## src/rtl/synth_pkg.sv

```systemverilog
// ---------------------------------------------------------------------------
// synth_pkg
// Shared definitions for the synthesizer voice path. It holds the default
// widths, the note-code constants and the tone FSM state encoding.
// ---------------------------------------------------------------------------
package synth_pkg;

  localparam int CNT_W  = 16;
  localparam int NOTE_W = 4;
  localparam int OCT_W  = 2;

  // Note codes. 0 and 13..15 are rests.
  localparam logic [3:0] NOTE_REST = 4'd0;
  localparam logic [3:0] NOTE_C    = 4'd1;
  localparam logic [3:0] NOTE_CS   = 4'd2;
  localparam logic [3:0] NOTE_D    = 4'd3;
  localparam logic [3:0] NOTE_DS   = 4'd4;
  localparam logic [3:0] NOTE_E    = 4'd5;
  localparam logic [3:0] NOTE_F    = 4'd6;
  localparam logic [3:0] NOTE_FS   = 4'd7;
  localparam logic [3:0] NOTE_G    = 4'd8;
  localparam logic [3:0] NOTE_GS   = 4'd9;
  localparam logic [3:0] NOTE_A    = 4'd10;
  localparam logic [3:0] NOTE_AS   = 4'd11;
  localparam logic [3:0] NOTE_B    = 4'd12;

  typedef enum logic {
    ST_REST = 1'b0,
    ST_PLAY = 1'b1
  } tone_state_t;

endpackage

```

## src/rtl/note_period_rom.sv

```systemverilog
// ---------------------------------------------------------------------------
// note_period_rom
// Combinational lookup from a note code to its base half-period, measured
// in divider ticks (octave 0). Rest codes return 0 and raise o_is_rest.
// Ports:
//   i_note_code  note code to look up
//   o_base_hp    base half-period in ticks (0 for rest codes)
//   o_is_rest    high when the code is not playable
// ---------------------------------------------------------------------------
module note_period_rom #(
  parameter int NOTE_W = synth_pkg::NOTE_W,
  parameter int CNT_W  = synth_pkg::CNT_W
) (
  input  logic [NOTE_W-1:0] i_note_code,
  output logic [CNT_W-1:0]  o_base_hp,
  output logic              o_is_rest
);
  import synth_pkg::*;

  // Note-code to half-period table
  always_comb begin
    o_base_hp = '0;
    o_is_rest = 1'b0;
    case (i_note_code)
      NOTE_C:  o_base_hp = CNT_W'(16'd1911);
      NOTE_CS: o_base_hp = CNT_W'(16'd1804);
      NOTE_D:  o_base_hp = CNT_W'(16'd1703);
      NOTE_DS: o_base_hp = CNT_W'(16'd1607);
      NOTE_E:  o_base_hp = CNT_W'(16'd1517);
      NOTE_F:  o_base_hp = CNT_W'(16'd1432);
      NOTE_FS: o_base_hp = CNT_W'(16'd1351);
      NOTE_G:  o_base_hp = CNT_W'(16'd1276);
      NOTE_GS: o_base_hp = CNT_W'(16'd1204);
      NOTE_A:  o_base_hp = CNT_W'(16'd1136);
      NOTE_AS: o_base_hp = CNT_W'(16'd1073);
      NOTE_B:  o_base_hp = CNT_W'(16'd1012);
      default: begin
        o_base_hp = '0;
        o_is_rest = 1'b1;
      end
    endcase
  end

endmodule

```

## src/rtl/tone_square_gen.sv

```systemverilog
// ---------------------------------------------------------------------------
// tone_square_gen
// Square-wave tone generator. A half-period counter advances on each divider
// tick and toggles the output when it wraps. A new note requested while a
// tone plays is held pending and takes effect only at the falling edge of the
// output, which ends a full period. The output therefore never carries a
// truncated cycle.
// Ports:
//   clk          system clock
//   rst          synchronous active-high reset
//   tick         one-cycle rate enable from the clock divider
//   note_valid   strobe; samples note_code/octave
//   note_code    0 = rest, 1..12 = C..B, 13..15 = rest
//   octave       right shift applied to the base half-period
//   wave_out     registered square wave
//   note_active  high while a non-rest note is playing
//   period_done  one-cycle pulse on each completed full period
// ---------------------------------------------------------------------------
module tone_square_gen #(
  parameter int CNT_W  = synth_pkg::CNT_W,
  parameter int NOTE_W = synth_pkg::NOTE_W,
  parameter int OCT_W  = synth_pkg::OCT_W
) (
  input  logic              clk,
  input  logic              rst,
  input  logic              tick,
  input  logic              note_valid,
  input  logic [NOTE_W-1:0] note_code,
  input  logic [OCT_W-1:0]  octave,
  output logic              wave_out,
  output logic              note_active,
  output logic              period_done
);
  import synth_pkg::*;

  tone_state_t       r_state;
  logic [CNT_W-1:0]  r_cnt;
  logic [CNT_W-1:0]  r_hp;
  logic              r_pend_vld;
  logic [NOTE_W-1:0] r_pend_code;
  logic [OCT_W-1:0]  r_pend_oct;
  logic              r_wave;
  logic              r_active;
  logic              r_done;

  logic [NOTE_W-1:0] w_sel_code;
  logic [OCT_W-1:0]  w_sel_oct;
  logic [CNT_W-1:0]  w_base_hp;
  logic              w_is_rest;
  logic [CNT_W-1:0]  w_sel_hp;
  logic              w_wrap;
  logic              w_boundary;
  logic              w_apply;

  // A single ROM serves both cases. A fresh strobe always takes priority,
  // which covers a start from REST and a strobe arriving on the boundary.
  // Otherwise the pending note is looked up for a boundary reload.
  assign w_sel_code = note_valid ? note_code : r_pend_code;
  assign w_sel_oct  = note_valid ? octave    : r_pend_oct;

  note_period_rom #(
    .NOTE_W (NOTE_W),
    .CNT_W  (CNT_W)
  ) u_rom (
    .i_note_code (w_sel_code),
    .o_base_hp   (w_base_hp),
    .o_is_rest   (w_is_rest)
  );

  assign w_sel_hp   = w_base_hp >> w_sel_oct;
  assign w_wrap     = tick && (r_cnt == (r_hp - CNT_W'(1'b1)));
  // Only the high-to-low toggle ends a full period.
  assign w_boundary = (r_state == ST_PLAY) && w_wrap && r_wave;
  assign w_apply    = note_valid || r_pend_vld;

  // Tone FSM: counter, pending-note register and registered outputs
  always_ff @(posedge clk) begin
    if (rst) begin
      r_state     <= ST_REST;
      r_cnt       <= '0;
      r_hp        <= '0;
      r_pend_vld  <= 1'b0;
      r_pend_code <= '0;
      r_pend_oct  <= '0;
      r_wave      <= 1'b0;
      r_active    <= 1'b0;
      r_done      <= 1'b0;
    end else begin
      r_done <= 1'b0;
      case (r_state)
        ST_REST: begin
          r_wave   <= 1'b0;
          r_cnt    <= '0;
          r_active <= 1'b0;
          if (note_valid && !w_is_rest) begin
            r_hp     <= w_sel_hp;
            r_state  <= ST_PLAY;
            r_active <= 1'b1;
          end
        end
        ST_PLAY: begin
          if (w_boundary) begin
            r_wave     <= 1'b0;
            r_done     <= 1'b1;
            r_cnt      <= '0;
            r_pend_vld <= 1'b0;
            if (w_apply) begin
              if (w_is_rest) begin
                r_state  <= ST_REST;
                r_active <= 1'b0;
              end else begin
                r_hp <= w_sel_hp;
              end
            end
          end else begin
            if (w_wrap) begin
              r_wave <= ~r_wave;
              r_cnt  <= '0;
            end else if (tick) begin
              r_cnt <= r_cnt + CNT_W'(1'b1);
            end
            // Last write wins; nothing audible changes until the boundary.
            if (note_valid) begin
              r_pend_vld  <= 1'b1;
              r_pend_code <= note_code;
              r_pend_oct  <= octave;
            end
          end
        end
        default: begin
          r_state  <= ST_REST;
          r_cnt    <= '0;
          r_wave   <= 1'b0;
          r_active <= 1'b0;
        end
      endcase
    end
  end

  assign wave_out    = r_wave;
  assign note_active = r_active;
  assign period_done = r_done;

endmodule
```

## config.mk

```make
export PLATFORM = sky130hd
export DESIGN_NAME = tone_square_gen
export DESIGN_NICKNAME = d
export VERILOG_FILES = /design/src/rtl/synth_pkg.sv /design/src/rtl/note_period_rom.sv /design/src/rtl/tone_square_gen.sv
export SDC_FILE = /design/constraint.sdc
export NUM_CORES = 1
export LEC_CHECK = 0
export ABC_AREA = 1
export CAP_MARGIN = 20
export CORE_UTILIZATION = 45
export CTS_CLUSTER_SIZE = 8
export DETAILED_ROUTE_END_ITERATION = 7
export SETUP_SLACK_MARGIN = 0.15
export SKIP_CTS_REPAIR_TIMING = 1
export SYNTH_ARGS = -nofsm -noshare
export SYNTH_HDL_FRONTEND = slang
export SYNTH_HIERARCHICAL = 1
export SYNTH_SLANG_ARGS = --single-unit
```

## constraint.sdc

```tcl
create_clock -name clk -period 2.7 [get_ports clk]
set_input_delay 0.81 -clock clk [delete_from_list [all_inputs] [get_ports clk]]
set_output_delay 0.81 -clock clk [all_outputs]
set_load 0.05 [all_outputs]
```

Word level (Yosys, flattened, before mapping)
Index checks and enable logic that the tools add are counted.
{"block": "classes", "add_sub_neg": 2, "n_bitwise": 3, "n_eq_ne": 20, "muxes": 27, "n_reduce_logical": 12, "shifts": 1}
{"operator": "$pmux W11 S12", "n": 1}
{"operator": "$mux W16", "n": 7}
{"operator": "$pmux W16 S2", "n": 2}
{"operator": "$eq A4 B4 Y1 const B", "n": 5}
{"operator": "$add A16 B1 Y16 const B", "n": 1}
{"operator": "$eq A16 B16 Y1", "n": 1}
{"operator": "$eq A4 B3 Y1 const B", "n": 4}
{"operator": "$shr A16 B2 Y16", "n": 1}
{"operator": "$sub A16 B1 Y16 const B", "n": 1}
{"operator": "$mux W1", "n": 12}
{"operator": "$reduce_or A12 Y1", "n": 1}
{"operator": "$eq A4 B2 Y1 const B", "n": 2}
{"operator": "$ne A2 B2 Y1 const B", "n": 3}
{"operator": "$pmux W1 S2", "n": 3}
{"operator": "$eq A4 B1 Y1 const B", "n": 1}
{"operator": "$logic_and A1 B1 Y1", "n": 4}
{"operator": "$mux W4", "n": 1}
{"operator": "$ne A2 B1 Y1 const B", "n": 2}
{"operator": "$ne A4 B2 Y1 const B", "n": 1}
{"operator": "$reduce_and A2 Y1", "n": 2}
{"operator": "$reduce_and A4 Y1", "n": 1}
{"operator": "$ne A3 B1 Y1 const B", "n": 1}
{"operator": "$not A1 Y1", "n": 3}
{"operator": "$reduce_and A3 Y1", "n": 1}
{"operator": "4 further kinds", "n": 4}
{"block": "word_totals", "elab_cells": 74, "regBits": 43, "input_bits": 10}

Longest topological paths before layout
Gate-level depths: netlist (run 1).
{"block": "logic_depth", "word_depth": 8, "mapped_depth": 18}

By module
Netlist (run 1), hierarchy kept.
{"mod": "tone_square_gen", "area_each_um2": 2969.1, "seq_area_each_um2": 860.8, "cells_each": 472, "instances": 1}
{"mod": "note_period_rom", "area_each_um2": 301.5, "seq_area_each_um2": 0.0, "cells_each": 67, "instances": 1}

Worst setup path after synthesis (run 1)
OpenSTA, ideal clock, no wires.
{"block": "synth_path", "kind": "input to register", "startpoint": "in note_valid", "endpoint": "reg r_hp[0]", "path_slack_ns": -0.141, "arrival_time_ns": 2.726, "required_time_ns": 2.585, "stages": 13, "setup_time_ns": 0.115, "n_path_buf": 2, "path_cell_list": "buf_2 > inv_1 > nand2_1 > nand2_1 > nor2_2 > inv_2 > o21ai_0 > inv_1 > a211oi_2 > clkbuf_1 > nand3_1 > nand2_1 > nor2_1"}
{"block": "synth_between", "elab_chain_cells": 8, "word_cells_on_any_way": 28, "cone_classes": "eq/ne: 15; shift: 1; mux: 8; reduce/logical: 4"}
{"element": "start, declared", "line": "tone_square_gen.sv:27", "rtl": "input logic note_valid,"}
{"element": "$mux W4 *"}
{"element": "via w_sel_code[1]", "line": "tone_square_gen.sv:46", "rtl": "logic [NOTE_W-1:0] w_sel_code;"}
{"element": "$eq A4 B4 Y1 (tied with other cells)", "line": "note_period_rom.sv:24", "rtl": "case (i_note_code)"}
{"element": "$pmux W11 S12", "line": "note_period_rom.sv:24"}
{"element": "$shr A16 B2 Y16", "line": "tone_square_gen.sv:70", "rtl": "assign w_sel_hp = w_base_hp >> w_sel_oct;"}
{"element": "$mux W16", "line": "tone_square_gen.sv:108", "rtl": "if (w_is_rest) begin"}
{"element": "$mux W16", "line": "tone_square_gen.sv:107", "rtl": "if (w_apply) begin"}
{"element": "$mux W16", "line": "tone_square_gen.sv:102", "rtl": "if (w_boundary) begin"}
{"element": "$pmux W16 S2", "line": "tone_square_gen.sv:90", "rtl": "case (r_state)"}
{"element": "end signal, assigned", "line": "tone_square_gen.sv:96", "rtl": "r_hp <= w_sel_hp;"}
{"element": "end signal, assigned", "line": "tone_square_gen.sv:112", "rtl": "r_hp <= w_sel_hp;"}
{"element": "end, declared", "line": "tone_square_gen.sv:38", "rtl": "logic [CNT_W-1:0] r_hp;"}
Mark *: on every way through the listed nets, which the timed path passes. The rest lies on a longest branch. The select of a mux whose other input is x is not followed.
A chain may end at the register's enable or synchronous reset.

Worst setup path after layout (run 1)
{"block": "layout_path", "startpoint": "in note_code[0]", "endpoint": "reg r_hp[3]"}
{"block": "layout_between", "elab_chain_cells": 8, "word_cells_on_any_way": 25, "cone_classes": "eq/ne: 14; shift: 1; mux: 7; reduce/logical: 3"}
{"element": "start, declared", "line": "tone_square_gen.sv:28", "rtl": "input logic [NOTE_W-1:0] note_code,"}
{"element": "$mux W4 *"}
{"element": "via w_sel_code[0]", "line": "tone_square_gen.sv:46"}
{"element": "$eq A4 B4 Y1 (tied with other cells)", "line": "note_period_rom.sv:24"}
{"element": "$pmux W11 S12 *", "line": "note_period_rom.sv:24"}
{"element": "via w_base_hp[3]", "line": "tone_square_gen.sv:48", "rtl": "logic [CNT_W-1:0] w_base_hp;"}
{"element": "$shr A16 B2 Y16 *", "line": "tone_square_gen.sv:70"}
{"element": "$mux W16", "line": "tone_square_gen.sv:108"}
{"element": "$mux W16", "line": "tone_square_gen.sv:107"}
{"element": "$mux W16", "line": "tone_square_gen.sv:102"}
{"element": "$pmux W16 S2 *", "line": "tone_square_gen.sv:90"}
Marked as above.

==> impl_metrics.env, run 1 <==
export IMPL_tritoncts_num_sinks=43
export IMPL_synth_compound_area_share=0.0907
export IMPL_synth_adder_area_share=0.00765
export IMPL_hold_path_endpoint="r_pend_oct[0]$_SDFFE_PP0P_"
export IMPL_worst_r2r_path_depth=14
export IMPL_end_kind="flip-flop"
export IMPL_synth_main_ff_cell="sky130_fd_sc_hd__dfxtp_1"
export IMPL_tritoncts="yes"
export IMPL_cp_arrival_ns=2.63
export IMPL_synth_mux_area_fraction=0.0245
export IMPL_syn_to_final_growth_pct=22.8
export IMPL_worstHoldStart="r_pend_oct[0]$_SDFFE_PP0P_"
export IMPL_drc=0
export IMPL_ys_async_sr_fraction=0
export IMPL_final_min_period_over_clock_period=0.888
export IMPL_layout_nets=604
export IMPL_yosysWarnings=6
export IMPL_critical_path_max_fanout=4
export IMPL_core_region_area_um2=6910
export IMPL_total_neg_setup_slack_ns=0
export IMPL_max_cap_viol_count=0
export IMPL_required_ns=2.93
export IMPL_ctsLongestPathBuffers=2
export IMPL_gp_routability_congestion=0.907
export IMPL_syn_cell_area_um2=3270
export IMPL_setup_slack_ns=0.301
export IMPL_clock_latency_ns=0.30
export IMPL_grtUsageTotal=0.220
export IMPL_outcome="completed"
export IMPL_static_leakage_power_nw=1.93
export IMPL_mapped_avg_cell_area_um2=6.07
export IMPL_tritoncts_num_buffers=5
export IMPL_hold_path_class="flip-flop to flip-flop"
export IMPL_avgRoutedWirePerCell_um=11.8
export IMPL_worst_setup_path_type="primary input to flip-flop"
export IMPL_grt_antenna_before_repair=0
export IMPL_synth_seq_cells=43
export IMPL_reg2reg_from="r_hp[0]$_SDFFE_PP0P_"
export IMPL_grt_pass1_vias=2926
export IMPL_drt_pass1_iter_count=4
export IMPL_sequential_to_total_area_share_from_yosys_stat=0.263
export IMPL_rows=30
export IMPL_synth_cell_type_count=38
export IMPL_dieHeight_um=87.3
export IMPL_synth_xor_area_share=0.0643
export IMPL_r2r_end="r_hp[11]$_SDFFE_PP0P_"
export IMPL_total_overflow_reported_by_the_global_router=0
export IMPL_hold_viol_final=0
export IMPL_edff_count_synth=0
export IMPL_htreeDepth=2
export IMPL_initial_utilization=0.474
export IMPL_postSynthCellCount=539
export IMPL_chipWidth_um=87.3
export IMPL_drive_above_1_share=0.165
export IMPL_finalWorstPathRequiredPeriod_ns=2.40
export IMPL_ir_drop_mv=0.233
export IMPL_portBuffers=12
export IMPL_drtIter0Drc=92
export IMPL_setup_viol=0
export IMPL_via_count=3340
export IMPL_fin_total_pwr_mw=2.08
export IMPL_power_density_nw_per_um2=518
export IMPL_clock_fmax_ghz=0.417
export IMPL_post_place_instance_area_um2=3740
export IMPL_start_kind="primary input"
export IMPL_ant_nets=0
export IMPL_timing_hold_worst_path_depth=2
export IMPL_floorplan_die_area_um2=7610
export IMPL_antennaDiodeCount=0
export IMPL_largest_family_of_logic_cells_by_synthesized_area="simple AND/OR/NAND/NOR gates"
export IMPL_synth_simple_gate_area_share=0.445
export IMPL_layout_commonest_cell="sky130_fd_sc_hd__nand2_1"
export IMPL_avgViaCountPerCell=4.85
export IMPL_setup_repair_after_global_routing_missed_its_margin="true"
export IMPL_io_pins=13
export IMPL_cts_clock_pin_slew_for_the_worst_setup_and_hold_paths_ns=0.09
export IMPL_report_final_slew_viol_count=0
export IMPL_post_place_ws_ns=-0.303
export IMPL_routed_wirelength_mm=8.11
export IMPL_fin_worst_skew_ns=0.0110
export IMPL_postLayoutCellArea_um2=4020
export IMPL_global_route_wire_length_before_repair_mm=13.2
export IMPL_clk_root_buffer_cell="sky130_fd_sc_hd__clkbuf_8"
export IMPL_layout_cells_most_common_list="sky130_fd_sc_hd__nand2_1, sky130_fd_sc_hd__nor2_1, sky130_fd_sc_hd__inv_1"
export IMPL_post_dp_hpwl_mm=6.29
export IMPL_rrSetupSlack_ns=0.35
export IMPL_grt_start_max_net_pins=19
==> Yosys cell counts, types with 4 or more instances <==
cell,count,area [um^2]
sky130_fd_sc_hd__nand2_1,154,578
sky130_fd_sc_hd__dfxtp_1,43,861
sky130_fd_sc_hd__inv_1,57,214
sky130_fd_sc_hd__nor2_4,4,45.0
sky130_fd_sc_hd__nand3_1,48,240
sky130_fd_sc_hd__xnor2_1,4,35.0
sky130_fd_sc_hd__a21oi_1,19,95.1
sky130_fd_sc_hd__xor2_1,20,175
sky130_fd_sc_hd__mux2i_1,8,80.1
sky130_fd_sc_hd__o21ai_0,26,130
sky130_fd_sc_hd__clkbuf_1,5,18.8
sky130_fd_sc_hd__buf_4,7,52.6
sky130_fd_sc_hd__nand3b_1,4,30.0
sky130_fd_sc_hd__buf_2,5,25.0
sky130_fd_sc_hd__nor3_1,11,55.1
sky130_fd_sc_hd__nand4_1,7,43.8
sky130_fd_sc_hd__nor2_1,83,312
sky130_fd_sc_hd__nor2_2,8,50.1
==> kinds of logic after synthesis <==
logic type               count (synthesis)
multiplexers                             8
buffers and inverters                   78
AO/OA/AOI/OAI                           53
XOR/XNOR                                24
AND/OR/NAND/NOR                        330
other                                    1
adder cells (fa/ha/maj)                  2
flip-flops                              43
==> critical path, stage by stage <==
cell and delay [ns]:
sky130_fd_sc_hd__clkdlybuf4s50_1 0.45, sky130_fd_sc_hd__nand2_1 0.06, sky130_fd_sc_hd__nand2_2 0.10, sky130_fd_sc_hd__buf_4 0.13, sky130_fd_sc_hd__inv_1 0.05, sky130_fd_sc_hd__nor2_2 0.09
sky130_fd_sc_hd__nand2_1 0.07, sky130_fd_sc_hd__nand2_1 0.12, sky130_fd_sc_hd__inv_1 0.07, sky130_fd_sc_hd__o21ai_0 0.09, sky130_fd_sc_hd__inv_1 0.09, sky130_fd_sc_hd__nand2_1 0.06
sky130_fd_sc_hd__o21ai_0 0.10, sky130_fd_sc_hd__mux2i_1 0.18, sky130_fd_sc_hd__nor2_1 0.07, sky130_fd_sc_hd__nor2_1 0.09
==> metrics by stage <==
stage,hold slack [ns],utilization,cells
after floorplan,0.439,-,543
after global placement,0.449,0.542,672
after detailed placement,0.455,0.542,672
after CTS,0.469,0.561,680
after global routing,0.488,0.581,689
final,0.469,0.581,689
==> report_power, final <==
group / switching [mW] / leakage, nW / total [mW] / internal [mW]
Sequential: 0.0384 / 0.350 / 0.705 / 0.667
Clock: 0.230 / 0.0654 / 0.600 / 0.370
Combinational: 0.462 / 1.51 / 0.775 / 0.313
Total: 0.730 / 1.93 / 2.08 / 1.35
==> state kept, by name, summed over array words and instances (netlist names), 2 cells and up <==
name / count
r_hp: 16
r_pend_code: 4
r_cnt: 16
r_pend_oct: 2
==> worst max-delay path by stage <==
stage	endpoint	slack [ns]	startpoint	cells after the start
2_1_floorplan	r_hp[0]$_SDFFE_PP0P_	0.16	note_valid	13
5_1_grt	r_hp[0]$_SDFFE_PP0P_	0.14	note_code[3]	15
4_1_cts	r_hp[0]$_SDFFE_PP0P_	0.007	note_valid	16
3_3_place_gp	r_hp[0]$_SDFFE_PP0P_	-0.26	note_valid	16
6_report	r_hp[3]$_SDFFE_PP0P_	0.30	note_code[0]	16
3_5_place_dp	r_cnt[15]$_SDFFE_PP0P_	-0.30	tick	11
==> cell type report <==
class,count,area (um^2)
inverter,59,221
tap,96,120
fill,732,2890
multi-input combinational,423,2150
sequential,43,863
timing repair buffer,60,531
clock inverter,2,60.1
clock buffer,6,72.6
==> per-layer routing <==
| layer | part of all wire | up-vias | global-route usage | wire length (um) |
|---|---|---|---|---|
| met5 | 0 | - | 0 | 0 |
| met3 | 0.013 | 7 | 0.0275 | 106 |
| met1 | 0.46 | 1506 | 0.265 | 3750 |
| li1 | - | 1807 | - | - |
| met4 | 0.012 | 0 | 0.0551 | 94 |
| met2 | 0.51 | 20 | 0.411 | 4150 |
Note: power is estimated with default switching activity, not from simulation.
==> inputs of run 2 (changes only) <==
Settings changed: RECOVER_POWER set to 50, TNS_END_PERCENT set to 5.
==> run 2 against run 1 <==
Effect of this change: global-route usage stayed put; sequential cell count did not move; worst hold slack hardly changed; critical path depth is the same; fmax is 1.5% lower; worst setup slack got worse by 0.036 ns; register-to-register slack lost 0.04 ns; highest routed layer unchanged.
==> impl_metrics.env, run 2 (synthesis gave the netlist of run 1 again) <==
export IMPL_outcome="completed"
export IMPL_clock_latency_ns=0.30
export IMPL_p_int_mw=1.35
export IMPL_power_density_nw_per_um2=519
export IMPL_antennaDiodeCount=0
export IMPL_critical_path_max_fanout=4
export IMPL_drive_above_1_share=0.155
export IMPL_top_registers="r_cnt: 16 flops, r_hp: 16 flops, r_pend_code: 4 flops"
export IMPL_layout_nets=604
export IMPL_r2r_end="r_hp[4]$_SDFFE_PP0P_"
export IMPL_worstHoldStart="r_pend_oct[0]$_SDFFE_PP0P_"
export IMPL_portBuffers=12
export IMPL_ctsLongestPathBuffers=2
export IMPL_slew_limit_headroom=0.667
export IMPL_fin_worst_skew_ns=0.0115
export IMPL_hold_viol_final=0
export IMPL_clock_fmax_ghz=0.411
export IMPL_grt_antenna_before_repair=0
export IMPL_via_count=3354
export IMPL_tritoncts_num_sinks=43
export IMPL_grt_start_max_net_pins=19
export IMPL_setup_viol=0
export IMPL_whs_ns=0.469
export IMPL_dieHeight_um=87.3
export IMPL_io_pins=13
export IMPL_gp_routability_congestion=0.907
export IMPL_avgViaCountPerCell=4.87
export IMPL_max_cap_viol_count=0
export IMPL_worst_setup_path_type="primary input to flip-flop"
export IMPL_syn_to_final_growth_pct=22.1
export IMPL_drc=0
export IMPL_chipWidth_um=87.3
export IMPL_timing_critical_path_from="note_code[0]"
export IMPL_static_leakage_power_nw=1.93
export IMPL_hold_path_class="flip-flop to flip-flop"
export IMPL_finalWorstPathRequiredPeriod_ns=2.43
export IMPL_power_share_switching=0.350
export IMPL_htreeDepth=2
export IMPL_postLayoutCellArea_um2=3990
export IMPL_post_place_instance_area_um2=3740
export IMPL_end_kind="flip-flop"
export IMPL_total_neg_setup_slack_ns=0
export IMPL_required_ns=2.93
export IMPL_routed_wirelength_mm=8.08
export IMPL_ant_nets=0
export IMPL_global_route_wire_length_before_repair_mm=13.2
export IMPL_rrSetupSlack_ns=0.31
export IMPL_rows=30
export IMPL_drt_pass1_iter_count=5
export IMPL_initial_utilization=0.474
export IMPL_total_overflow_reported_by_the_global_router=0
export IMPL_tightestPinTransition_ns=0.499
export IMPL_setup_repair_after_global_routing_missed_its_margin="true"
export IMPL_cp_arrival_ns=2.67
export IMPL_grt_pass1_vias=2926
export IMPL_drtIter0Drc=99
export IMPL_cts_clock_pin_slew_for_the_worst_setup_and_hold_paths_ns=0.08
export IMPL_clock_network_power_share=0.289
export IMPL_clk_root_buffer_cell="sky130_fd_sc_hd__clkbuf_8"
export IMPL_report_final_slew_viol_count=0
export IMPL_reg2reg_from="r_hp[0]$_SDFFE_PP0P_"
export IMPL_worst_r2r_path_depth=13
export IMPL_final_min_period_over_clock_period=0.902
export IMPL_grtUsageTotal=0.220
export IMPL_tritoncts_num_buffers=5
export IMPL_util_after_layout=0.578
export IMPL_start_kind="primary input"
export IMPL_netSwitchingPower_mw=0.726
export IMPL_layout_commonest_cell="sky130_fd_sc_hd__nand2_1"
export IMPL_seq_power_share=0.340
export IMPL_pwr_share_comb=0.371
export IMPL_layout_cells_most_common_list="sky130_fd_sc_hd__nand2_1, sky130_fd_sc_hd__nor2_1, sky130_fd_sc_hd__inv_1"
export IMPL_avgRoutedWirePerCell_um=11.7
export IMPL_critPathCapture="r_hp[3]$_SDFFE_PP0P_"
export IMPL_tritoncts="yes"
export IMPL_ir_drop_mv=0.232
export IMPL_post_dp_hpwl_mm=6.29
export IMPL_core_region_area_um2=6910
export IMPL_floorplan_die_area_um2=7610
[run 2: cell types whose count changed in the layout (fill, tap and decap cells not counted), moves of 2 or more]
| cell | delta |
|---|---|
| sky130_fd_sc_hd__nor2_1 | +4 |
| sky130_fd_sc_hd__nor2_2 | -4 |
| sky130_fd_sc_hd__buf_4 | -3 |
| sky130_fd_sc_hd__clkdlybuf4s50_1 | -3 |
| sky130_fd_sc_hd__dlygate4sd3_1 | +3 |
| sky130_fd_sc_hd__clkbuf_4 | +2 |
[run 2: worst min-delay path by stage]
stage          cells after the start                           to  slack [ns]
5_1_grt                            2   r_pend_oct[0]$_SDFFE_PP0P_        0.49
2_1_floorplan                      2   r_pend_oct[0]$_SDFFE_PP0P_        0.44
6_report                           2   r_pend_oct[0]$_SDFFE_PP0P_        0.47
3_3_place_gp                       2   r_pend_oct[0]$_SDFFE_PP0P_        0.45
3_5_place_dp                       2  r_pend_code[0]$_SDFFE_PP0P_        0.46
4_1_cts                            2  r_pend_code[0]$_SDFFE_PP0P_        0.47
[run 2: final cells by class]
type,instances,area [um^2]
clock inverter,2,60.1
sequential,43,863
inverter,59,221
tap,96,120
fill,733,2910
multi-input combinational,423,2130
timing repair buffer,60,527
clock buffer,6,72.6
[run 2: power groups by stage]
stage,Combinational (mW),Sequential (mW),Clock [mW]
after detailed placement,0.740,0.718,0
after CTS,0.744,0.703,0.608
after global placement,0.735,0.717,0
after global routing,0.868,0.709,0.635
after floorplan,0.565,0.708,0
final,0.768,0.705,0.599
[run 2: critical path: stages]
cell	delay [ns]
sky130_fd_sc_hd__clkdlybuf4s50_1	0.45
sky130_fd_sc_hd__nand2_1	0.06
sky130_fd_sc_hd__nand2_2	0.10
sky130_fd_sc_hd__buf_4	0.13
sky130_fd_sc_hd__inv_1	0.04
sky130_fd_sc_hd__nor2_1	0.12
sky130_fd_sc_hd__nand2_1	0.08
sky130_fd_sc_hd__nand2_1	0.11
sky130_fd_sc_hd__inv_1	0.06
sky130_fd_sc_hd__o21ai_0	0.09
sky130_fd_sc_hd__inv_1	0.09
sky130_fd_sc_hd__nand2_1	0.07
sky130_fd_sc_hd__o21ai_0	0.10
sky130_fd_sc_hd__mux2i_1	0.18
sky130_fd_sc_hd__nor2_1	0.07
sky130_fd_sc_hd__nor2_1	0.09
[run 2: through the flow]
step	instances	total power [mW]	setup WS, ns
3_5_place_dp	672	1.46	-0.303
6_report	689	2.07	0.266
3_3_place_gp	672	1.45	-0.259
2_1_floorplan	543	1.27	0.156
5_1_grt	689	2.21	0.104
4_1_cts	680	2.06	0.00693
[run 2: per-layer routing]
metal	vias up	share of wire	global-route usage
li1	1805	-	-
met1	1507	0.46	0.265
met2	33	0.51	0.411
met3	9	0.017	0.0275
met4	0	0.012	0.0551
met5	-	0	0
==> inputs of run 3 (changes only) <==
Settings changed: SETUP_SLACK_MARGIN 0.15 to not set.
==> run 3 against run 2 <==
Effect of this change: first-iteration DRC count is 20% lower; global-route usage up 0.67 points; count of clock-buffer cells in the layout fell by 1; critical path depth did not move; critical path type unchanged; highest routed layer unchanged.
==> impl_metrics.env, run 3 (synthesis gave the netlist of run 1 again) <==
export IMPL_ctsLongestPathBuffers=2
export IMPL_tritoncts_num_sinks=43
export IMPL_portBuffers=12
export IMPL_syn_to_final_growth_pct=19.0
export IMPL_dp_cells=673
export IMPL_io_pins=13
export IMPL_timing_critical_path_from="note_valid"
export IMPL_grt_start_max_net_pins=19
export IMPL_worstPathCellList="clkdlybuf4s50_1, buf_4, nand2_1, nand2_2, buf_4, inv_1, nand2_1, nor2_1, nor2_1, nand3_1, mux2i_1, inv_1, o21ai_0, nand3_1, nand2_1, nor2_1"
export IMPL_layout_commonest_cell="sky130_fd_sc_hd__nand2_1"
export IMPL_timing_hold_worst_path_depth=2
export IMPL_setup_repair_after_global_routing_missed_its_margin="true"
export IMPL_timing_critical_path_slowest_cell_delay_ns=0.48
export IMPL_tightestPinTransition_ns=0.509
export IMPL_fin_worst_skew_ns=0.0125
export IMPL_cp_arrival_ns=2.72
export IMPL_rows=30
export IMPL_floorplan_die_area_um2=7610
export IMPL_global_route_wire_length_before_repair_mm=13.8
export IMPL_setup_viol=0
export IMPL_critical_path_depth=16
export IMPL_worstPathBufferInverterCount=5
export IMPL_ir_drop_mv=0.227
export IMPL_critPathSlowestCell="sky130_fd_sc_hd__clkdlybuf4s50_1"
export IMPL_cts_clock_pin_slew_for_the_worst_setup_and_hold_paths_ns=0.10
export IMPL_total_overflow_reported_by_the_global_router=0
export IMPL_post_dp_hpwl_mm=6.25
export IMPL_fin_total_pwr_mw=1.98
export IMPL_setup_slack_ns=0.176
export IMPL_dieHeight_um=87.3
export IMPL_required_ns=2.90
export IMPL_grt_antenna_before_repair=0
export IMPL_hold_viol_final=0
export IMPL_htreeDepth=2
export IMPL_top_registers="r_cnt: 16 flops, r_hp: 16 flops, r_pend_code: 4 flops"
export IMPL_worstHoldStart="r_pend_code[0]$_SDFFE_PP0P_"
export IMPL_worst_r2r_path_depth=14
export IMPL_report_final_slew_viol_count=0
export IMPL_chipWidth_um=87.3
export IMPL_antennaDiodeCount=0
export IMPL_initial_utilization=0.474
export IMPL_outcome="completed"
export IMPL_power_density_nw_per_um2=508
export IMPL_layout_cells_non_filler=681
export IMPL_tritoncts="yes"
export IMPL_reg2reg_from="r_hp[0]$_SDFFE_PP0P_"
export IMPL_drc=0
export IMPL_clock_fmax_ghz=0.396
export IMPL_worst_setup_path_type="primary input to flip-flop"
export IMPL_ant_nets=0
export IMPL_avgViaCountPerCell=4.81
export IMPL_avgRoutedWirePerCell_um=11.5
export IMPL_drt_pass1_iter_count=4
export IMPL_tritoncts_num_buffers=5
export IMPL_start_kind="primary input"
export IMPL_routed_wirelength_mm=7.86
export IMPL_post_place_instance_area_um2=3730
export IMPL_layout_cells_most_common_list="sky130_fd_sc_hd__nand2_1, sky130_fd_sc_hd__nor2_1, sky130_fd_sc_hd__inv_1"
export IMPL_end_kind="flip-flop"
export IMPL_drive_above_1_share=0.145
export IMPL_clock_latency_ns=0.31
export IMPL_max_cap_viol_count=0
export IMPL_slew_limit_headroom=0.660
export IMPL_finalWorstPathRequiredPeriod_ns=2.52
export IMPL_post_place_ws_ns=-0.218
export IMPL_clk_root_buffer_cell="sky130_fd_sc_hd__clkbuf_8"
export IMPL_static_leakage_power_nw=1.86
export IMPL_grt_pass1_vias=3124
export IMPL_critical_path_max_fanout=5
export IMPL_num_fill_cells=747
export IMPL_core_region_area_um2=6910
export IMPL_drtIter0Drc=79
export IMPL_postLayoutCellArea_um2=3890
export IMPL_cp_top_family="buffers and inverters"
export IMPL_hold_path_class="flip-flop to flip-flop"
export IMPL_grtUsageTotal=0.227
export IMPL_final_min_period_over_clock_period=0.935
export IMPL_layout_nets=596
export IMPL_gp_routability_congestion=0.883
export IMPL_via_count=3274
[run 3: routing by layer]
metal | vias up | track usage | wire length (um)
li1 | 1785 | - | -
met1 | 1449 | 0.270 | 3660
met3 | 13 | 0.0332 | 144
met2 | 27 | 0.417 | 3900
met5 | - | 0 | 0
met4 | 0 | 0.0715 | 150
[run 3: tightest hold or removal path: stages, from the launching register on]
cell,delay [ns]
sky130_fd_sc_hd__dfxtp_1,0.32
sky130_fd_sc_hd__nand2_1,0.06
sky130_fd_sc_hd__a21oi_1,0.05
[run 3: power breakdown]
| part | leakage [nW] | internal [mW] | switching, mW |
|---|---|---|---|
| Clock | 0.0587 | 0.281 | 0.244 |
| Sequential | 0.350 | 0.666 | 0.0374 |
| Combinational | 1.45 | 0.298 | 0.452 |
| Total | 1.86 | 1.24 | 0.733 |
[run 3: final cells by class]
cell class,count,area (um^2),area share
Clock buffer,5,68.8,0.0177
Clock inverter,3,47.5,0.0122
Inverter,59,221,0.0569
Multi-Input combinational cell,422,2140,0.549
Sequential cell,43,861,0.221
Tap cell,96,120,0.0309
Timing Repair Buffer,53,437,0.112
[run 3: through the flow]
stage          hold slack [ns]  TNS (ns)   util
2_1_floorplan            0.439         0      -
3_3_place_gp             0.447     -2.78  0.541
3_5_place_dp             0.456     -3.26  0.541
4_1_cts                  0.472         0  0.558
5_1_grt                  0.484   -0.0809  0.563
6_report                 0.468         0  0.563
[run 3: path summary, 6_finish.rpt]
check,end,slack [ns]
worst min register to register,r_pend_code[0]$_SDFFE_PP0P_,0.47
worst min-delay path,r_pend_code[0]$_SDFFE_PP0P_,0.47
worst max register to register,r_hp[0]$_SDFFE_PP0P_,0.29
worst max-delay path,r_hp[7]$_SDFFE_PP0P_,0.18
